--- src/rtl/spi_frame_loader.sv ---
// spi_frame_loader: SPI packet parser feeding the LED cube frame buffer.
// Turns framed host packets into pixel writes and buffer-swap requests.
//
// Ports:
//   clk, reset_n          system clock, async active-low reset
//   spi_sclk/cs_n/mosi    mode-0 SPI from host (async to clk)
//   wr_en/wr_addr/wr_data one-cycle pixel write {R,G,B}
//   swap                  one-cycle front/back buffer swap request
//   pkt_error             one-cycle pulse on a malformed packet
//   busy                  synchronised chip select is asserted
module spi_frame_loader #(
    parameter int         ADDR_W    = 12,
    parameter logic [7:0] CMD_WRITE = 8'h01,
    parameter logic [7:0] CMD_SWAP  = 8'h02
) (
    input  logic              clk,
    input  logic              reset_n,
    input  logic              spi_sclk,
    input  logic              spi_cs_n,
    input  logic              spi_mosi,
    output logic              wr_en,
    output logic [ADDR_W-1:0] wr_addr,
    output logic [23:0]       wr_data,
    output logic              swap,
    output logic              pkt_error,
    output logic              busy
);

    typedef enum logic [2:0] {
        S_IDLE,
        S_CMD,
        S_ADDR_HI,
        S_ADDR_LO,
        S_DATA,
        S_SWAP_WAIT,
        S_DISCARD
    } state_t;

    // synchronisers
    logic sclk_m, sclk_s, sclk_p;
    logic cs_m, cs_s, cs_p;
    logic mosi_m, mosi_s;

    always_ff @(posedge clk or negedge reset_n) begin
        if (!reset_n) begin
            sclk_m <= 1'b0;
            sclk_s <= 1'b0;
            sclk_p <= 1'b0;
            // idle-high so reset release cannot fake a cs falling edge
            cs_m   <= 1'b1;
            cs_s   <= 1'b1;
            cs_p   <= 1'b1;
            mosi_m <= 1'b0;
            mosi_s <= 1'b0;
        end else begin
            sclk_m <= spi_sclk;
            sclk_s <= sclk_m;
            sclk_p <= sclk_s;
            cs_m   <= spi_cs_n;
            cs_s   <= cs_m;
            cs_p   <= cs_s;
            mosi_m <= spi_mosi;
            mosi_s <= mosi_m;
        end
    end

    logic sclk_rise;
    logic cs_fall;
    logic cs_rise;

    assign sclk_rise = sclk_s & ~sclk_p;
    assign cs_fall   = ~cs_s & cs_p;
    assign cs_rise   = cs_s & ~cs_p;

    // bit assembly
    logic [2:0] bit_cnt;
    logic [6:0] shreg;
    logic       byte_done;
    logic [7:0] byte_in;

    always_ff @(posedge clk or negedge reset_n) begin
        if (!reset_n) begin
            bit_cnt <= 3'd0;
            shreg   <= 7'd0;
        end else if (cs_s) begin
            bit_cnt <= 3'd0;
            shreg   <= 7'd0;
        end else if (sclk_rise) begin
            bit_cnt <= bit_cnt + 3'd1;
            shreg   <= {shreg[5:0], mosi_s};
        end
    end

    // The byte is consumed in the cycle its last bit is detected, so
    // every FSM result (including wr_en) is visible one clock later.
    assign byte_done = sclk_rise & ~cs_s & (bit_cnt == 3'd7);
    assign byte_in   = {shreg, mosi_s};

    // packet FSM state
    state_t            state_q, state_d;
    logic [1:0]        phase_q, phase_d;
    logic [ADDR_W-1:0] addr_q, addr_d;
    logic [7:0]        hi_q, hi_d;
    logic [7:0]        r_q, r_d;
    logic [7:0]        g_q, g_d;
    logic              rx_any_q, rx_any_d;
    logic              extra_q, extra_d;
    logic              wr_en_d;
    logic [ADDR_W-1:0] wr_addr_d;
    logic [23:0]       wr_data_d;
    logic              swap_d;
    logic              err_d;

    always_ff @(posedge clk or negedge reset_n) begin
        if (!reset_n) begin
            state_q   <= S_IDLE;
            phase_q   <= 2'd0;
            addr_q    <= '0;
            hi_q      <= 8'd0;
            r_q       <= 8'd0;
            g_q       <= 8'd0;
            rx_any_q  <= 1'b0;
            extra_q   <= 1'b0;
            wr_en     <= 1'b0;
            wr_addr   <= '0;
            wr_data   <= 24'd0;
            swap      <= 1'b0;
            pkt_error <= 1'b0;
            busy      <= 1'b0;
        end else begin
            state_q   <= state_d;
            phase_q   <= phase_d;
            addr_q    <= addr_d;
            hi_q      <= hi_d;
            r_q       <= r_d;
            g_q       <= g_d;
            rx_any_q  <= rx_any_d;
            extra_q   <= extra_d;
            wr_en     <= wr_en_d;
            wr_addr   <= wr_addr_d;
            wr_data   <= wr_data_d;
            swap      <= swap_d;
            pkt_error <= err_d;
            busy      <= ~cs_s;
        end
    end

    always_comb begin
        state_d   = state_q;
        phase_d   = phase_q;
        addr_d    = addr_q;
        hi_d      = hi_q;
        r_d       = r_q;
        g_d       = g_q;
        rx_any_d  = rx_any_q;
        extra_d   = extra_q;
        wr_en_d   = 1'b0;
        wr_addr_d = wr_addr;
        wr_data_d = wr_data;
        swap_d    = 1'b0;
        err_d     = 1'b0;

        if (cs_rise) begin
            // end of packet: judge what was received, then go idle
            state_d  = S_IDLE;
            phase_d  = 2'd0;
            rx_any_d = 1'b0;
            extra_d  = 1'b0;
            unique case (state_q)
                S_SWAP_WAIT: begin
                    if (extra_q) err_d  = 1'b1;
                    else         swap_d = 1'b1;
                end
                S_DATA: begin
                    if (phase_q != 2'd0 || bit_cnt != 3'd0)
                        err_d = 1'b1;
                end
                S_CMD, S_ADDR_HI, S_ADDR_LO: begin
                    if (rx_any_q) err_d = 1'b1;
                end
                default: ;
            endcase
        end else begin
            if (byte_done) rx_any_d = 1'b1;
            unique case (state_q)
                S_IDLE: begin
                    if (cs_fall) begin
                        state_d  = S_CMD;
                        phase_d  = 2'd0;
                        rx_any_d = 1'b0;
                        extra_d  = 1'b0;
                    end
                end
                S_CMD: begin
                    if (byte_done) begin
                        if (byte_in == CMD_WRITE) begin
                            state_d = S_ADDR_HI;
                        end else if (byte_in == CMD_SWAP) begin
                            state_d = S_SWAP_WAIT;
                        end else begin
                            state_d = S_DISCARD;
                            err_d   = 1'b1;
                        end
                    end
                end
                S_ADDR_HI: begin
                    if (byte_done) begin
                        hi_d    = byte_in;
                        state_d = S_ADDR_LO;
                    end
                end
                S_ADDR_LO: begin
                    if (byte_done) begin
                        // upper address bits beyond ADDR_W are dropped
                        addr_d  = ADDR_W'({hi_q, byte_in});
                        phase_d = 2'd0;
                        state_d = S_DATA;
                    end
                end
                S_DATA: begin
                    if (byte_done) begin
                        unique case (phase_q)
                            2'd0: begin
                                r_d     = byte_in;
                                phase_d = 2'd1;
                            end
                            2'd1: begin
                                g_d     = byte_in;
                                phase_d = 2'd2;
                            end
                            2'd2: begin
                                wr_en_d   = 1'b1;
                                wr_addr_d = addr_q;
                                wr_data_d = {r_q, g_q, byte_in};
                                addr_d    = addr_q + ADDR_W'(1);
                                phase_d   = 2'd0;
                            end
                            default: phase_d = 2'd0;
                        endcase
                    end
                end
                S_SWAP_WAIT: begin
                    if (byte_done) extra_d = 1'b1;
                end
                S_DISCARD: ;
                default: state_d = S_IDLE;
            endcase
        end
    end

endmodule
--- config.mk ---
export PLATFORM = sky130hd
export DESIGN_NAME = spi_frame_loader
export DESIGN_NICKNAME = d
export VERILOG_FILES = /design/src/rtl/spi_frame_loader.sv
export SDC_FILE = /design/constraint.sdc
export NUM_CORES = 1
export LEC_CHECK = 0
export BUFFER_PORTS_ARGS = -buffer_cell sky130_fd_sc_hd__buf_4
export CAP_MARGIN = 20
export CORE_ASPECT_RATIO = 0.6
export CORE_UTILIZATION = 58
export DETAILED_ROUTE_END_ITERATION = 12
export GPL_ROUTABILITY_DRIVEN = 0
export PLACE_DENSITY_LB_ADDON = 0.08
export SLEW_MARGIN = 5
export SYNTH_ARGS = -nofsm -noshare
export SYNTH_HDL_FRONTEND = slang
export SYNTH_SLANG_ARGS = --single-unit
--- constraint.sdc ---
create_clock -name clk -period 3.1 [get_ports clk]
set_input_delay 0.62 -clock clk [delete_from_list [all_inputs] [get_ports clk]]
set_output_delay 0.62 -clock clk [all_outputs]
set_load 0.02 [all_outputs]
==> results.yml <==
status:
  status: "finished, violations left"
  violations: "DRC"
yosys:
  synth_edf_count: 0
  async_reset_ff_share_pct: 100
  synth_nets: 365
  synth-seq-cells: 97
  synth_flop_cell: "dfrtp_1"
  netlist.area_leader.share_pct: 55.6
  synthTopCellsByCount: "dfrtp_1 (94), mux2_2 (56), nand2_1 (38)"
  seq_area_frac_synth_pct: 57.5
  synth_top_cells_by_area: "dfrtp_1 (56%), mux2_2 (15%), nand2_1 (3.4%), a21oi_1 (2.4%), dfstp_2 (1.9%)"
  synth_area_um2: 4230
  yosysTopAreaCell: "dfrtp_1"
  ys_types: 49
  yosysWarnings: 0
  syn_area_per_cell_um2: 11.9
  synthCells: 354
  yosysMostFrequentCell: "dfrtp_1"
timing:
  slew_violations: 0
  fmax_ghz: 0.402
  setup_violations: 0
  hold_viol: 0
  tns_ns: 0
  fin_crit_sh_pct: 80.3
  tightest_slew_ns: 0.719
  slew-limit-headroom_pct: 52.0
  fin_crit_ns: 2.49
  fin_worst_skew_ns: 0.0106
  rsz0062_at_grt: "no"
power_and_ir_drop:
  ir_drop_mv: 0.279
  leakage_nw: 2.34
  total_power_mw: 2.46
  power.density_nw_per_um2: 503
detailed_routing:
  totalWireLength_um: 8510
  drtAntennaViolNets: 0
  drt-wirelength-per-cell_um: 17.5
  drt_iter0_drc: 248
  drt_pass1_iterations: 9
  vias_per_cell: 6.02
  post-route-drc-count: 6
  num_vias: 2926
critical_path:
  r2r_cells: 4
  required_ns: 3.33
  r2r_setup_slack_ns: 0.61
  rr_endpoint: "r_q[2]"
  arrival_ns: 2.72
  r2r_start: "state_q[2]"
  crit_type: "flip-flop to flip-flop"
  critPathCaptureType: "flip-flop"
  start_kind: "flip-flop"
  cp_max_fo: 16
cts:
  clk_path_buf_depth: 2
  clock_latency_ns: 0.35
  hold_buffers: 0
  numCtsBuffers: 9
  cts_post_setup_buffers_inserted: 0
  root_buffer: "clkbuf_16"
  clkTransAtPathRegs_ns: 0.07
  htreeDepth: 3
  cts_tree: "yes"
  clock-sinks: 97
  ctsResizeCount: 0
placement:
  io_buffer_count: 44
  dp_hpwl_um: 5750
floorplanning:
  die-area_um2: 7650
  start_util_pct: 61.7
  die_x_um: 112
  io_pins: 45
  core_area_um2: 6850
  rows: 23
  die_height_um: 68.1
grt:
  grt_pass1_wl_um: 14100
  grt_overflow: 0
  antenna_found_initial: 0
  track_usage_pct: 25.0
  grt_max_degree: 52
  grt_pass1_vias: 2712
hold_path:
  hold_class: "primary input to asynchronous set/reset pin"
cells_and_area:
  area_growth_syn_to_layout_pct: 15.5
  diodes: 0
  nFillCells: 501
  drive_gt1_share_pct: 32.6
  post-route-util_pct: 71.3
  nets: 406
flow_run:
  maxCapViolCount: 0
## worst max-delay path by stage
stage | startpoint | to | depth (start not counted)
finish | state_q[2] | r_q[2] | 4
global route | state_q[2] | g_q[0] | 4
CTS | state_q[2] | r_q[2] | 4
detailed placement | state_q[2] | r_q[2] | 4
global placement | state_q[2] | r_q[1] | 4
floorplan | cs_s | phase_q[0] | 7
## metal layers
| layer | share of wire [%] | vias up | track usage [%] |
|---|---|---|---|
| met3 | 6.4 | 9 | 7.35 |
| met4 | 1.2 | 0 | 8.67 |
| li1 | - | 1362 | - |
| met1 | 50 | 1456 | 35.4 |
| met5 | 0 | - | 0 |
| met2 | 43 | 99 | 37.1 |
## worst max-delay path, stage by stage (launching register included)
cell and delay (ns):
dfrtp_1 0.63, or3b_1 0.55, nor3_1 0.33, and2_1 0.46
mux2_2 0.40
## cells in the final DEF (no fill, tap or decap), types with 3 or more instances in the layout
master	n
a211oi_1	4
nand3_1	13
inv_1	9
nor2_1	12
o2bb2ai_1	3
clkbuf_16	9
dfrtp_1	94
or4_1	3
a31oi_1	9
buf_4	51
nor3_1	6
ha_1	6
dfstp_2	3
o211ai_1	3
o32ai_1	3
nand2b_1	3
o21ai_0	11
nor2b_1	3
a21oi_1	20
nand2_1	38
nor4_1	3
mux2_2	56
## layout make-up
class / instances / area (µm²) / share of cell area (%)
Inverter: 9 / 33.8 / 0.692
Clock buffer: 9 / 225 / 4.61
Sequential cell: 97 / 2430 / 49.8
Timing Repair Buffer: 51 / 383 / 7.84
Tap cell: 87 / 109 / 2.23
Clock inverter: 6 / 43.8 / 0.897
Multi-Input combinational cell: 227 / 1660 / 33.9
## where the power goes
part           switching [mW]  total, mW  internal (mW)
combinational          0.0785      0.123         0.0447
sequential             0.0380       1.32           1.28
clock                   0.472       1.01          0.542
## state kept, by name (all words and copies together), names as in the netlist, 2 cells and up
register / flops
phase_q: 2
bit_cnt: 3
wr_addr: 12
addr_q: 12
r_q: 8
wr_data: 24
shreg: 7
hi_q: 4
state_q: 3
g_q: 8
## kinds of logic (layout without fill, tap and decap cells)
| group | Yosys count | count (layout) | share of synthesized area [%] |
|---|---|---|---|
| simple gates | 98 | 98 | 12.2 |
| flops | 97 | 97 | 57.5 |
| compound gates | 64 | 64 | 9.56 |
| mux | 59 | 59 | 15.7 |
| buf+inv | 30 | 75 | 3.31 |
| fa+ha+maj | 6 | 6 | 1.78 |
## per-stage QoR
step / hold slack, ns / instances / setup slack (ns) / instance area, µm²
after global placement: 0.332 / 471 / 0.728 / 4610
after global routing: 0.334 / 486 / 0.441 / 4880
after CTS: 0.306 / 486 / 0.636 / 4880
after detailed placement: 0.336 / 471 / 0.643 / 4610
after floorplan: 0.324 / 354 / 0.919 / 4230
final: 0.283 / 486 / 0.610 / 4880
Note: power is estimated with default switching activity, not from simulation.
